--- config.mk ---
export PLATFORM = sky130hd
export DESIGN_NAME = onehot_pulse_decoder_flat
export DESIGN_NICKNAME = d
export VERILOG_FILES = /design/src/rtl/onehot_pulse_decoder_if.sv /design/src/rtl/onehot_pulse_decoder.sv /design/src/flat_wrapper.sv
export SDC_FILE = /design/constraint.sdc
export NUM_CORES = 1
export LEC_CHECK = 0
export CORE_MARGIN = 1
export CORE_UTILIZATION = 43
export DETAILED_ROUTE_END_ITERATION = 16
export GPL_ROUTABILITY_DRIVEN = 0
export PLACE_DENSITY = 0.79
export SLEW_MARGIN = 0
export SYNTH_ARGS = -nofsm -noshare
export SYNTH_HDL_FRONTEND = slang
export SYNTH_SLANG_ARGS = --single-unit
--- constraint.sdc ---
create_clock -name clk -period 1.5 [get_ports clk]
set_input_delay 0.3 -clock clk [delete_from_list [all_inputs] [get_ports clk]]
set_output_delay 0.3 -clock clk [all_outputs]
set_load 0.02 [all_outputs]
--- src/rtl/onehot_pulse_decoder_if.sv ---
// Handshake and decode-output bundle for onehot_pulse_decoder.
// The master drives codes in; the slave (decoder) returns ready, status and the one-hot lines.
`timescale 1ns/1ps
interface onehot_pulse_decoder_if #(
  parameter int IN_W  = 3,
  parameter int OUT_W = 8
);
  logic             in_valid;
  logic [IN_W-1:0]  in_code;
  logic             in_ready;
  logic [OUT_W-1:0] out_onehot;
  logic             out_valid;
  logic             busy;
  logic             err;

  modport master (
    output in_valid, in_code,
    input  in_ready, out_onehot, out_valid, busy, err
  );

  modport slave (
    input  in_valid, in_code,
    output in_ready, out_onehot, out_valid, busy, err
  );
endinterface

--- src/rtl/onehot_pulse_decoder.sv ---
// Clocked 3-to-8 decoder: an accepted code drives its one-hot line for PULSE_LEN cycles,
// followed by GAP_LEN dead cycles before the next code is taken.
`timescale 1ns/1ps
module onehot_pulse_decoder #(
  parameter int IN_W      = 3,
  parameter int OUT_W     = 8,
  parameter int PULSE_LEN = 4,
  parameter int GAP_LEN   = 1
) (
  input  logic                 clk,
  input  logic                 rst,
  onehot_pulse_decoder_if.slave bus
);

  localparam int CNT_MAX = (PULSE_LEN > GAP_LEN) ? ((PULSE_LEN > 2) ? PULSE_LEN : 2)
                                                 : ((GAP_LEN > 2) ? GAP_LEN : 2);
  localparam int CNT_W = $clog2(CNT_MAX);

  localparam logic [CNT_W-1:0] PULSE_LD = CNT_W'(PULSE_LEN - 1);
  localparam logic [CNT_W-1:0] GAP_LD   = (GAP_LEN > 0) ? CNT_W'(GAP_LEN - 1) : '0;
  localparam logic [IN_W:0]    OUT_LIM  = (IN_W + 1)'(OUT_W);
  localparam logic [OUT_W-1:0] ONE      = OUT_W'(1);

  typedef enum logic [1:0] {S_IDLE, S_PULSE, S_GAP} state_t;

  state_t           r_state, w_state_nxt;
  logic [CNT_W-1:0] r_cnt, w_cnt_nxt;
  logic [OUT_W-1:0] r_onehot, w_onehot_nxt;
  logic             r_valid, w_valid_nxt;
  logic             r_err, w_err_nxt;
  logic             w_ready, w_busy, w_accept, w_code_ok;

  assign w_accept  = bus.in_valid && w_ready;
  assign w_code_ok = ({1'b0, bus.in_code} < OUT_LIM);

  // State register; the one-hot/valid/err outputs are registered alongside it.
  always_ff @(posedge clk) begin
    if (rst) begin
      r_state  <= S_IDLE;
      r_cnt    <= '0;
      r_onehot <= '0;
      r_valid  <= 1'b0;
      r_err    <= 1'b0;
    end else begin
      r_state  <= w_state_nxt;
      r_cnt    <= w_cnt_nxt;
      r_onehot <= w_onehot_nxt;
      r_valid  <= w_valid_nxt;
      r_err    <= w_err_nxt;
    end
  end

  always_comb begin
    w_state_nxt  = r_state;
    w_cnt_nxt    = r_cnt;
    w_onehot_nxt = r_onehot;
    w_valid_nxt  = r_valid;
    w_err_nxt    = 1'b0;
    unique case (r_state)
      S_IDLE: begin
        if (w_accept) begin
          if (w_code_ok) begin
            w_state_nxt  = S_PULSE;
            w_cnt_nxt    = PULSE_LD;
            w_onehot_nxt = ONE << bus.in_code;
            w_valid_nxt  = 1'b1;
          end else begin
            w_err_nxt = 1'b1;
          end
        end
      end
      S_PULSE: begin
        if (r_cnt == '0) begin
          w_onehot_nxt = '0;
          w_valid_nxt  = 1'b0;
          if (GAP_LEN > 0) begin
            w_state_nxt = S_GAP;
            w_cnt_nxt   = GAP_LD;
          end else begin
            w_state_nxt = S_IDLE;
          end
        end else begin
          w_cnt_nxt = r_cnt - 1'b1;
        end
      end
      S_GAP: begin
        if (r_cnt == '0) begin
          w_state_nxt = S_IDLE;
        end else begin
          w_cnt_nxt = r_cnt - 1'b1;
        end
      end
      default: w_state_nxt = S_IDLE;
    endcase
  end

  always_comb begin
    w_ready = (r_state == S_IDLE) && !rst;
    w_busy  = (r_state != S_IDLE);
  end

  assign bus.in_ready   = w_ready;
  assign bus.busy       = w_busy;
  assign bus.out_onehot = r_onehot;
  assign bus.out_valid  = r_valid;
  assign bus.err        = r_err;

endmodule

--- src/flat_wrapper.sv ---
// flat-port wrapper written by rule: the top's interface ports become plain ports
module onehot_pulse_decoder_flat 
#(
  parameter int IN_W      = 3,
  parameter int OUT_W     = 8,
  parameter int PULSE_LEN = 4,
  parameter int GAP_LEN   = 1
)
  (clk, rst, bus_in_valid, bus_in_code, bus_in_ready, bus_out_onehot, bus_out_valid, bus_busy, bus_err);
  onehot_pulse_decoder_if #(.IN_W(IN_W), .OUT_W(OUT_W)) bus_i ();
  input  logic clk;
  input  logic rst;
  input wire logic [$bits(bus_i.in_valid)-1:0] bus_in_valid;
  input wire logic [$bits(bus_i.in_code)-1:0] bus_in_code;
  output wire logic [$bits(bus_i.in_ready)-1:0] bus_in_ready;
  output wire logic [$bits(bus_i.out_onehot)-1:0] bus_out_onehot;
  output wire logic [$bits(bus_i.out_valid)-1:0] bus_out_valid;
  output wire logic [$bits(bus_i.busy)-1:0] bus_busy;
  output wire logic [$bits(bus_i.err)-1:0] bus_err;
  assign bus_i.in_valid = bus_in_valid;
  assign bus_i.in_code = bus_in_code;
  assign bus_in_ready = bus_i.in_ready;
  assign bus_out_onehot = bus_i.out_onehot;
  assign bus_out_valid = bus_i.out_valid;
  assign bus_busy = bus_i.busy;
  assign bus_err = bus_i.err;
  onehot_pulse_decoder #(.IN_W(IN_W), .OUT_W(OUT_W), .PULSE_LEN(PULSE_LEN), .GAP_LEN(GAP_LEN)) u_core (.clk(clk), .rst(rst), .bus(bus_i));
endmodule
==> run metrics <==
failing checks=design-rule violations, negative setup slack; worst-skew pair later-pin latency=0.28 ns; post-route cell area=about 1100 um2; area share of the leading cell type in the synthesized netlist=34.6%; commonest non-fill, non-tap cell in the layout=nor2_1; fin crit share=104%; via/cell ratio=5.33; CTS max path bufs=2; Power Density=about 2000 nW/um2; TritonCTS Buffers=3; post-route ant nets=0; drt wl/cell=14.8 um; IO buf count=16; area grow syn2layout=46.9%; largest cells by area after synthesis=dfxtp_1 (35%), mux2i_1 (16%), ha_1 (13%); Distinct cells, synth=22; status=complete, but fails checks; Worst Setup End Kind=flop; final WL=1850 um; Die Y=43.8 um; Antenna diodes=0; core area=1580 um2; Max-Cap Viols=0; Setup violations, final=6; drt initial violations=11; minimum clock period=~1.6 ns; initial antenna violation count=0; Die X=about 44 um; Placement Cell Area=991 um2; largest net degree at the start of global routing=10; leading area contributor after synthesis=dfxtp_1; DP Worst Slack=-0.262 ns; Setup Total Neg Slack=-0.211 ns; Startpoint Class=flop; Hold Path Class=reg -> reg; Arrival @ worst endpoint=1.73 ns; vias after detailed routing=666; DP Cell Count=119; sequential-to-total area share from yosys stat=34.6%; DP HPWL=1150 um; Final Power=~2.2 mW; Syn Std Cell Area=roughly 750 um2; Synthesis Warnings=0; Req. time, crit path=1.67 ns; Layout Nets=approximately 120; Final Core Density=between 70% and 80%; FMAX=641 MHz; 1st-pass router iterations=10; largest fanout on the critical path=5; Avg Inst Size Synth=around 9.4 um2; CTS H-tree depth=1; Max rail drop VDD=0.00100 V; CP Class=reg -> reg; Initial Util=between 40% and 50%; Yosys reg bits=13; Setup Skew=~0.011 ns; Slew Viols, Final=0; I/O pins=18; worst reg-to-reg setup slack=-0.06 ns; grt met1 use=23.9%; CTS tree=built; total track usage=19.3%; total gr overflow=0; GR Layer Usage met3=2.50%; Mapped Cells=80; share of cells above drive strength 1=around a third; clk slew on worst S/H paths=0.09 ns; RSZ-0062 raised after global routing=true; CTS root buf=clkbuf_4; Hold Fails Final Rpt=0; area of the die=1920 um2; met2 Resource Use GR=32.8%; first-pass GRT wire length=~2700 um; clock sinks=13; Final Non-Filler Cells=125; LEAKAGE=~0.5 nW; final hold slack=approximately 0.5 ns; vias in the first global route=626; Layout fillers=~120; DR DRC count=1; Post-Syn Nets=94; hold_buf cts=0; final setup margin=-0.0596 ns; FP Rows=14; most frequent cells in the layout=nor2_1 (16), dfxtp_1 (11), buf_4 (10); GRT busiest layer=met2
==> synthesized netlist by cell type (all sizes together) <==
cell,n
nor2,18
dfxtp,13
mux2i,12
ha,8
inv,6
nand2b,4
nor3,4
buf,3
a21oi,2
a211oi,1
a221o,1
a221oi,1
a2bb2oi,1
a311oi,1
clkbuf,1
conb,1
nand2,1
nor2b,1
nor4,1
==> cell families after synthesis <==
kind of cell	share of synthesized area, %
buf+inv	6.15
fa+ha+maj	13.3
flops	34.6
compound gates	11.0
simple gates	18.5
other cells	0.499
mux	16.0
==> power breakdown <==
group / switching, mW / internal [mW]
clock network: 0.124 / 0.103
registers: 0.0435 / 0.427
logic: 0.754 / 0.781
total: 0.922 / 1.31
==> area by class of cell <==
| type | instances | area, um2 | area share (%) |
|---|---|---|---|
| clock buffers | 4 | 26.3 | 2.38 |
| inverters | 6 | 22.5 | 2.04 |
| multi-input cells | 57 | 519 | 47.0 |
| flip-flops and latches | 13 | 263 | 23.8 |
| well taps | 16 | 20.0 | 1.81 |
| repair buffers | 29 | 254 | 23.0 |
==> state kept, by name (all words and copies together), names as in the netlist <==
name / count
u_core.bus.out_onehot: 8
u_core.bus.out_valid: 1
u_core.r_cnt: 2
u_core.r_state: 2
==> final timing paths <==
kind | startpoint | endpoint | cells past startpoint
hold reg to reg | u_core.bus.out_onehot[5] | u_core.bus.out_onehot[5] | 2
setup reg to reg | u_core.r_state[1] | u_core.bus.out_onehot[1] | 8
hold / removal | u_core.bus.out_onehot[5] | u_core.bus.out_onehot[5] | 2
setup / recovery | u_core.r_state[1] | u_core.bus.out_onehot[1] | 8
==> layer usage <==
| layer | wire (um) | share of wire, % | up-vias |
|---|---|---|---|
| met5 | 0 | 0 | - |
| met4 | 39 | 2.1 | 0 |
| met3 | 62 | 3.4 | 5 |
| met2 | 945 | 51 | 19 |
| met1 | 798 | 43 | 319 |
| li1 | - | - | 323 |
==> critical path: stages, from the launching register on <==
cell and delay, ns:
dfxtp_2 0.34, inv_2 0.05, buf_6 0.11, ha_4 0.17, mux2i_2 0.15, a21oi_2 0.18, buf_6 0.17, mux2i_2 0.22
nor2_1 0.05
==> what timing repair did <==
item	4_1_cts	5_1_grt
pin swaps	0	7
setup endpoints to repair	24	15
setup buffers	0	1
gates cloned	1	0
resized for setup	24	18
(Power assumes the default switching activity.)
